### config.mk
export PLATFORM = sky130hd
export DESIGN_NAME = serial_subtractor
export DESIGN_NICKNAME = d
export VERILOG_FILES = /design/src/rtl/serial_subtractor.sv
export SDC_FILE = /design/constraint.sdc
export NUM_CORES = 1
export LEC_CHECK = 0
export CORE_ASPECT_RATIO = 1.25
export CORE_MARGIN = 4
export CORE_UTILIZATION = 53
export CTS_CLUSTER_SIZE = 20
export DETAILED_ROUTE_END_ITERATION = 10
export HOLD_SLACK_MARGIN = 0.02
export PLACE_DENSITY = 0.81
export SETUP_SLACK_MARGIN = 0.15
export SYNTH_ARGS = -nofsm -noshare
export SYNTH_HDL_FRONTEND = slang
export SYNTH_SLANG_ARGS = --single-unit
### constraint.sdc
create_clock -name clk -period 2 [get_ports clk]
set_input_delay 0.4 -clock clk [delete_from_list [all_inputs] [get_ports clk]]
set_output_delay 0.4 -clock clk [all_outputs]
set_load 0.03 [all_outputs]
### src/rtl/serial_subtractor.sv
// Bit-serial 4-bit subtractor: one full-subtractor cell plus a registered borrow, d = {borrow, (a-b) mod 16}.
// Optional build macro SERIAL_SUB_SATURATE_EN clamps a borrowing result to zero.
module serial_subtractor (
    input  logic       clk,
    input  logic       rst,
    input  logic       start,
    input  logic [3:0] a,
    input  logic [3:0] b,
    output logic       busy,
    output logic       done,
    output logic [4:0] d
);

    typedef enum logic [1:0] {
        IDLE  = 2'd0,
        SHIFT = 2'd1,
        DONE  = 2'd2
    } state_t;

    state_t     state_q, state_d;
    logic [3:0] a_sh_q, a_sh_d;
    logic [3:0] b_sh_q, b_sh_d;
    logic [3:0] res_q, res_d;
    logic       br_q, br_d;
    logic [1:0] cnt_q, cnt_d;
    logic       busy_q, busy_d;
    logic       done_q, done_d;
    logic [4:0] d_q, d_d;

    function automatic logic fs_diff(input logic ai, input logic bi, input logic bri);
        return ai ^ bi ^ bri;
    endfunction

    function automatic logic fs_borrow(input logic ai, input logic bi, input logic bri);
        return (~ai & bi) | (~(ai ^ bi) & bri);
    endfunction

    // State and datapath registers with synchronous reset
    always_ff @(posedge clk) begin
        if (rst) begin
            state_q <= IDLE;
            a_sh_q  <= 4'd0;
            b_sh_q  <= 4'd0;
            res_q   <= 4'd0;
            br_q    <= 1'b0;
            cnt_q   <= 2'd0;
            busy_q  <= 1'b0;
            done_q  <= 1'b0;
            d_q     <= 5'd0;
        end else begin
            state_q <= state_d;
            a_sh_q  <= a_sh_d;
            b_sh_q  <= b_sh_d;
            res_q   <= res_d;
            br_q    <= br_d;
            cnt_q   <= cnt_d;
            busy_q  <= busy_d;
            done_q  <= done_d;
            d_q     <= d_d;
        end
    end

    // Next-state decode
    always_comb begin
        state_d = state_q;
        case (state_q)
            IDLE: begin
                if (start) begin
                    state_d = SHIFT;
                end else begin
                    state_d = IDLE;
                end
            end
            SHIFT: begin
                if (cnt_q == 2'd3) begin
                    state_d = DONE;
                end else begin
                    state_d = SHIFT;
                end
            end
            DONE:    state_d = IDLE;
            default: state_d = IDLE;
        endcase
    end

    // Datapath and output decode; busy/done lag the state by one register stage
    always_comb begin
        a_sh_d = a_sh_q;
        b_sh_d = b_sh_q;
        res_d  = res_q;
        br_d   = br_q;
        cnt_d  = cnt_q;
        d_d    = d_q;
        busy_d = (state_q == SHIFT);
        done_d = (state_q == DONE);
        case (state_q)
            IDLE: begin
                if (start) begin
                    a_sh_d = a;
                    b_sh_d = b;
                    br_d   = 1'b0;
                    cnt_d  = 2'd0;
                end else begin
                    a_sh_d = a_sh_q;
                end
            end
            SHIFT: begin
                // LSB-first: each new difference bit enters at the top and ripples down
                res_d  = {fs_diff(a_sh_q[0], b_sh_q[0], br_q), res_q[3:1]};
                br_d   = fs_borrow(a_sh_q[0], b_sh_q[0], br_q);
                a_sh_d = {1'b0, a_sh_q[3:1]};
                b_sh_d = {1'b0, b_sh_q[3:1]};
                cnt_d  = cnt_q + 2'd1;
            end
            DONE: begin
`ifdef SERIAL_SUB_SATURATE_EN
                if (br_q) begin
                    d_d = 5'd0;
                end else begin
                    d_d = {br_q, res_q};
                end
`else
                d_d = {br_q, res_q};
`endif
            end
            default: begin
                d_d = d_q;
            end
        endcase
    end

    assign busy = busy_q;
    assign done = done_q;
    assign d    = d_q;

endmodule

==> results of run 1 <==
## logic make-up (layout without fill, tap and decap cells)
kind of cell / count (synthesis) / in the layout / share of synthesized area
flops: 24 / 24 / 0.482
compound gates: 17 / 17 / 0.171
buf+inv: 7 / 25 / 0.0540
mux: 12 / 12 / 0.121
fa+ha+maj: 2 / 2 / 0.0327
simple gates: 30 / 30 / 0.139
## per-layer routing
| metal | track usage | vias up | share of wire |
|---|---|---|---|
| met3 | 0.0192 | 0 | 0.038 |
| met1 | 0.138 | 315 | 0.39 |
| met4 | 0.0237 | 0 | 0 |
| li1 | - | 351 | - |
| met2 | 0.252 | 12 | 0.57 |
| met5 | 0 | - | 0 |
## cells in the mapped netlist, drive strengths merged
library cell  count
a211oi            8
a21oi             3
a22oi             4
and2              1
buf               5
clkbuf            1
dfxtp            24
fa                1
ha                1
inv               1
mux2i            12
nand2             6
nand2b            2
nor2             19
nor2b             1
nor3b             1
o21ba             1
o21bai            1
## sequential cells by signal, indices dropped and copies added (netlist names)
name / count
busy: 1
b_sh_q: 4
done: 1
state_q: 2
res_q: 4
a_sh_q: 4
cnt_q: 2
br_q: 1
d: 5
## worst max path at each step
stage,from,to,slack (ns),cells after the start
2_1_floorplan,a_sh_q[0]$_SDFFE_PP0P_,br_q$_SDFFE_PP0P_,0.90,4
3_3_place_gp,start,b_sh_q[0]$_SDFFE_PP0P_,0.44,4
3_5_place_dp,start,b_sh_q[1]$_SDFFE_PP0P_,0.39,4
4_1_cts,d[2]$_SDFFE_PP0P_,d[2],0.26,1
5_1_grt,d[4]$_SDFFE_PP0P_,d[4],0.22,1
6_report,d[2]$_SDFFE_PP0P_,d[2],0.28,1
## metrics by stage
stage,utilization,hold WS [ns]
after global placement,0.658,0.442
after global routing,0.688,0.521
after CTS,0.688,0.478
after detailed placement,0.658,0.460
after floorplan,-,0.436
final,0.688,0.472
## power by group through the flow
| stage | logic (mW) | registers [mW] | clock network [mW] |
|---|---|---|---|
| after floorplan | 0.0816 | 0.523 | 0 |
| after global placement | 0.111 | 0.523 | 0 |
| after detailed placement | 0.114 | 0.524 | 0 |
| after global routing | 0.125 | 0.516 | 0.369 |
| after CTS | 0.116 | 0.513 | 0.351 |
| final | 0.114 | 0.513 | 0.341 |
## final cells by class
cell class	instances	share of cell area
sequential	24	0.395
timing repair buffer	20	0.159
tap	19	0.0196
inverter	1	0.00309
clock inverter	1	0.0247
multi-input combinational	61	0.380
clock buffer	3	0.0185
==> metrics, run 1 <==
H-tree depth 1; CP Max Fanout 2; post-CTS sizing 0; first-pass GRT wire length 2600 um; CP max-delay cell clkdlybuf4s50_1; Initial Utilization 0.564; unrepaired setup endpoints after global routing false; setup TNS 0 ns; largest net degree at the start of global routing 15; storage element area 480 sq um; gr ovfl total 0; total number of yosys warnings 0; run status complete, no violations; layout cells sized above 1 0.182; CORE AREA 1770 sq um; Pins Over Slew Limit 0; WP data required 1.60 ns; total CTS buffers 3; Max VDD drop 633 uV; Max Root-Sink Buffers 2; Max transition margin 0.667; drt drc 0; PortBufs 17; Setup Viol. Count Final 0; Logic pwr share 0.118; Worst path top cell family by delay buffers and inverters; routed vias/inst 5.26; Area contributors post-synth dfxtp_1 (48%), mux2i_1 (12%), a211oi_2 (7.5%); Seq cells post-synth 24; Reg clk slew, reported paths 0.13 ns; final critical-path share of the clock period 0.862; IO Pins 18; register area share after synthesis 0.482; smallest setup slack after layout 0.277 ns; total power per unit cell area 797 nW/um^2; Non-Filler Instances 129; vias in the first global route 661; CP startpoint kind flop; synthesized cell area 996 sq um; CP max stage delay 0.67 ns; Synth Area per Inst 10.8 sq um; placed cell areas 1160 sq um; DIE AREA 2640 sq um; R2R setup slack 0.72 ns; Worst-Skew Late Latency 0.31 ns; internal power 760 uW; post-route cell area 1210 sq um; Die H 56.5 um; Buf/Inv on CP 1; num rows 17; hold-fix buffers at CTS 0; hold path depth 2; Switching Share 0.215; worst slack at placement 0.393 ns; Fillers 152; initial drt markers 7; Total Routing Usage GR 0.130; Critical Path, Cell by Cell clkdlybuf4s50_1; Clock Skew 0.00750 ns; CTS Sinks 24; gpl congestion 0.716; routed length per instance 12.6 um; R2R depth 4; min cycle time layout 1.72 ns; worst r2r src state_q[0]$_SDFF_PP0_; via count 678; Synth cell types 24; syn_nets 105; first drt pass iteration count 2; f_max 0.580 GHz; Die Span X 46.8 um; CP Capture Type output port; min-delay src res_q[0]$_SDFFE_PP0N_; commonest non-fill, non-tap cell in the layout dfxtp_1; Clock Root Buffer clkbuf_4; CTS tree done; Clock power frac 0.352; Synth top area share 0.482; Worst-Margin Slew 0.499 ns; Worst Hold End res_q[0]$_SDFFE_PP0N_; Final Hold Viols 0; # nets final 124; Worst Hold Class reg2reg; Seq pwr share 0.530; area of the multi-input gates 462 sq um; WS Path Type reg2out; Reg2Reg Capture Point b_sh_q[0]$_SDFFE_PP0P_; most frequent cells in the layout dfxtp_1 (24), clkdlybuf4s50_1 (17), nor2_1 (15); # Max-Cap Violations 0; critical path arrival 1.32 ns; Setup Fix Bufs, Post-CTS 0; total routed wirelength 1620 um; initial antenna violation count 0; Sw Pwr 208 uW; P&R area growth vs syn 22.0%; post-DP HPWL 1230 um; synthesized instance count 92; Yosys top cell by area dfxtp_1; post-route ant nets 0; Placed Instances 125; leakage 0.493 nW; total power 968 uW; number of antenna cells inserted 0
Power figures use the tool's default switching activity.
==> run 2: changes to the inputs <==
--- a/config.mk
+++ b/config.mk
@@ -10,7 +10,7 @@
 export CORE_UTILIZATION = 53
 export CTS_CLUSTER_SIZE = 20
 export DETAILED_ROUTE_END_ITERATION = 10
-export HOLD_SLACK_MARGIN = 0.02
+export HOLD_SLACK_MARGIN = 0.03
 export PLACE_DENSITY = 0.81
 export SETUP_SLACK_MARGIN = 0.15
 export SYNTH_ARGS = -nofsm -noshare
==> results of run 2 <==
The final DEF is identical to that of run 1; final timing and power are the same.
==> run 3: changes to the inputs <==
--- a/config.mk
+++ b/config.mk
@@ -6,11 +6,12 @@
 export NUM_CORES = 1
 export LEC_CHECK = 0
 export CORE_ASPECT_RATIO = 1.25
-export CORE_MARGIN = 4
+export CORE_MARGIN = 8
 export CORE_UTILIZATION = 53
 export CTS_CLUSTER_SIZE = 20
 export DETAILED_ROUTE_END_ITERATION = 10
 export HOLD_SLACK_MARGIN = 0.03
+export MAX_ROUTING_LAYER = met4
 export PLACE_DENSITY = 0.81
 export SETUP_SLACK_MARGIN = 0.15
 export SYNTH_ARGS = -nofsm -noshare
==> run 3 against run 2 <==
Clock power decreased by 25%. Highest routed layer is now met4. Critical endpoint is now d[4]. Total power decreased by 8.7%. Via count increased by 2.7%. Setup slack got worse by 0.059 ns.
==> metrics, run 3 (same netlist as run 1, synthesis figures left out) <==
Logic pwr share 0.130; crit path launch d[4]$_SDFFE_PP0P_; Critical Path, Cell by Cell clkdlybuf4s50_1; Total Routing Usage GR 0.113; first-pass GRT wire length 2970 um; Sw Pwr 214 uW; Setup Fix Bufs, Post-CTS 0; post-route ant nets 0; CTS tree done; Worst-Skew Late Latency 0.32 ns; final critical-path share of the clock period 0.891; Clock power frac 0.290; Max transition margin 0.647; worst r2r src state_q[0]$_SDFF_PP0_; Buf/Inv on CP 1; unrepaired setup endpoints after global routing false; WP data required 1.60 ns; smallest setup slack after layout 0.217 ns; f_max 0.561 GHz; min cycle time layout 1.78 ns; CORE AREA 1770 sq um; routed length per instance 13.6 um; Setup Viol. Count Final 0; most frequent cells in the layout dfxtp_1 (24), clkdlybuf4s50_1 (17), nor2_1 (15); Switching Share 0.242; Pins Over Slew Limit 0; setup TNS 0 ns; Max VDD drop 483 uV; critical path arrival 1.38 ns; commonest non-fill, non-tap cell in the layout dfxtp_1; max reg flops 5; initial drt markers 5; post-DP HPWL 1370 um; CP startpoint kind flop; vias in the first global route 724; IO Pins 18; Clock Root Buffer clkbuf_4; Worst path top cell family by delay buffers and inverters; Max Root-Sink Buffers 2; Die H 64.5 um; routed vias/inst 5.40; R2R depth 4; WS Path Type reg2out; layout cells sized above 1 0.182; Levels on crit path 1; post-CTS sizing 0; Clock Skew 0.00511 ns; CTS Sinks 24; total CTS buffers 3; gpl congestion 0.696; R2R setup slack 0.73 ns; CP max-delay cell clkdlybuf4s50_1; # Max-Cap Violations 0; leakage 0.486 nW; Worst-Margin Slew 0.529 ns; hold-fix buffers at CTS 0; CP Capture Type output port; number of antenna cells inserted 0; internal power 669 uW; first drt pass iteration count 2; H-tree depth 1; via count 696; drt drc 0; gr ovfl total 0; num rows 17; Initial Utilization 0.564; run status complete, no violations; P&R area growth vs syn 20.4%; # nets final 124; Reg2Reg Capture Point b_sh_q[1]$_SDFFE_PP0P_; Die Span X 54.8 um; Final Hold Viols 0; Seq pwr share 0.581; total power per unit cell area 737 nW/um^2; Reg clk slew, reported paths 0.13 ns; DIE AREA 3530 sq um; PortBufs 17; CP Max Fanout 2; Setup crit end d[4]; initial antenna violation count 0; largest net degree at the start of global routing 15; total routed wirelength 1750 um; Worst Hold Class reg2reg; CP max stage delay 0.70 ns; worst slack at placement 0.381 ns
==> run 3: final cells by class <==
| cell class | count | area (sq um) |
|---|---|---|
| fill | 137 | 567 |
| inverter | 1 | 3.75 |
| multi-input combinational | 61 | 462 |
| timing repair buffer | 20 | 193 |
| sequential | 24 | 480 |
| clock buffer | 4 | 36.3 |
| tap | 19 | 23.8 |
==> run 3: how the worst min path moves through the flow <==
stage,startpoint,end,slack [ns],cells past startpoint
5_1_grt,res_q[0]$_SDFFE_PP0N_,res_q[0]$_SDFFE_PP0N_,0.49,2
6_report,res_q[0]$_SDFFE_PP0N_,res_q[0]$_SDFFE_PP0N_,0.47,2
3_3_place_gp,res_q[0]$_SDFFE_PP0N_,res_q[0]$_SDFFE_PP0N_,0.44,2
4_1_cts,res_q[0]$_SDFFE_PP0N_,res_q[0]$_SDFFE_PP0N_,0.48,2
2_1_floorplan,res_q[0]$_SDFFE_PP0N_,res_q[0]$_SDFFE_PP0N_,0.44,2
3_5_place_dp,res_q[0]$_SDFFE_PP0N_,res_q[0]$_SDFFE_PP0N_,0.46,2
==> run 3: metrics by stage <==
stage          utilization  std cells  cell area (sq um)  hold WS, ns  power (mW)
2_1_floorplan            -         92                996        0.436       0.605
3_3_place_gp         0.658        125               1160        0.444       0.634
3_5_place_dp         0.658        125               1160        0.461       0.641
4_1_cts              0.679        129               1200        0.478       0.895
5_1_grt              0.679        129               1200        0.494       0.928
6_report             0.679        129               1200        0.473       0.883
==> run 3: layer usage <==
metal | vias to the layer above | routed length, um | track usage
met3 | 5 | 89 | 0.0251
met2 | 15 | 901 | 0.199
li1 | 352 | - | -
met5 | - | 0 | -
met1 | 324 | 711 | 0.107
met4 | 0 | 47 | 0.0556
==> run 3: power groups by stage <==
stage	Clock, mW	Combinational, mW	Sequential, mW
global placement	0	0.111	0.523
finish	0.256	0.114	0.513
global route	0.284	0.128	0.516
CTS	0.264	0.117	0.513
floorplan	0	0.0816	0.523
detailed placement	0	0.116	0.524
==> patch: new RTL, settings of run 2 <==
Build with the macro `SERIAL_SUB_SATURATE_EN` defined.
--- a/src/rtl/serial_subtractor.sv
+++ b/src/rtl/serial_subtractor.sv
@@ -1,5 +1,7 @@
 // Bit-serial 4-bit subtractor: one full-subtractor cell plus a registered borrow, d = {borrow, (a-b) mod 16}.
 // Optional build macro SERIAL_SUB_SATURATE_EN clamps a borrowing result to zero.
+`define SERIAL_SUB_SATURATE_EN
+
 module serial_subtractor (
     input  logic       clk,
     input  logic       rst,
Behaviour: not the same (Yosys sat finds a counterexample within 10 cycles, from zero or initial values and one cycle with rst high).
==> patch against run 2 <==
Design area shrank 2.9%; sequential cell count shrank 1; total power shrank 14%; via count grew 4.6%; wire length grew 7.4%; global-route usage grew 1.9 points; first-iteration DRC count is the same; synthesized area shrank 0.38%; synthesized cell count grew 3.3%; setup slack lost 0.014 ns; critical endpoint is now d[0].
==> patch: results (changes against run 2) <==
set qor(status) {completed}
set qor(gp_congestion) 0.784 ;# +9.6%
set qor(use_met1_pct) 17.3 ;# +3.4 points
set qor(ys_top_cells_by_area) {sky130_fd_sc_hd__dfxtp_1 (46%), sky130_fd_sc_hd__a211oi_2 (8.8%), sky130_fd_sc_hd__mux2i_1 (7.1%), sky130_fd_sc_hd__nand2_1 (3.8%), sky130_fd_sc_hd__nor2_1 (3.8%)}
set qor(worstHoldStart) {d[3]}
set qor(worstReg2RegEnd) {b_sh_q[3]}
set qor(route.met3.wl_um) 82 ;# +32%
set qor(fin_worst_hold_slack_ns) 0.463 ;# -0.00952 ns
set qor(via_count) 709 ;# +4.6%
set qor(r2r_setup_slack_ns) 0.68 ;# -0.04 ns
set qor(met2_usage_grt_pct) 25.6 ;# +0.35 points
set qor(worst_ir_drop_vdd_uv) 511 ;# -19%
set qor(wl_met2_um) 881 ;# -4.2%
set qor(hold_path_end) {d[3]}
set qor(routedLengthMet1_um) 749 ;# +17%
set qor(fin_clk_skew_ns) 0.00696 ;# -0.000540 ns
set qor(place_worst_setup_slack_ns) 0.418 ;# +0.0251 ns
set qor(synth_fp_nets) 108 ;# +2.9%
set qor(most_frequent_cells_after_synthesis) {sky130_fd_sc_hd__dfxtp_1 (23), sky130_fd_sc_hd__nand2_1 (10), sky130_fd_sc_hd__nor2_1 (10)}
set qor(endpoint) {d[0]}
set qor(power.leakage_nw) 0.439 ;# -11%
set qor(ys_types) 27 ;# +13%
set qor(met3_usage_in_global_routing_pct) 2.88 ;# +0.96 points
set qor(detail_route.first_pass.iterations) 3 ;# +1
set qor(port-buffer-count) 16 ;# -1
set qor(top_layer_used) {met4}
set qor(source_of_the_critical_timing_path) {d[0]}
set qor(grt_start_max_net_pins) 14 ;# -1
set qor(detail_route.wirelength_mm) 1.74 ;# +7.4%
set qor(crit-reg2reg-launch) {state_q[0]}
set qor(cell_area_after_placement_um2) 1150 ;# -0.86%
set qor(seq_area_frac_synth_pct) 46.4 ;# -1.8 points
## patch: cell count changes after synthesis, sizes merged, moves of 4 or more
cell    before  now
a21oi        3    7
mux2i       12    7
nand2        6   10
nand3b       0    4
nor2        19   14
## patch: power by group
group	switching, mW	internal [mW]	leakage (nW)
logic	0.0566	0.0614	0.233
clock network	0.143	0.0748	0.0177
registers	0.0186	0.479	0.188
total	0.218	0.616	0.439
## patch: layout make-up
cell class | instances | area (µm²)
Fill cell | 152 | 586
Sequential cell | 23 | 460
Inverter | 1 | 3.75
Timing Repair Buffer | 20 | 190
Clock inverter | 1 | 5.00
Multi-Input combinational cell | 65 | 474
Clock buffer | 3 | 22.5
Tap cell | 19 | 23.8
## patch: kinds of logic after synthesis
kind of cell    synth area share, %
compound gates                 19.7
fa+ha+maj                      3.28
buf+inv                        5.80
flops                          46.4
mux                            7.06
other cells                   0.378
simple gates                   17.4
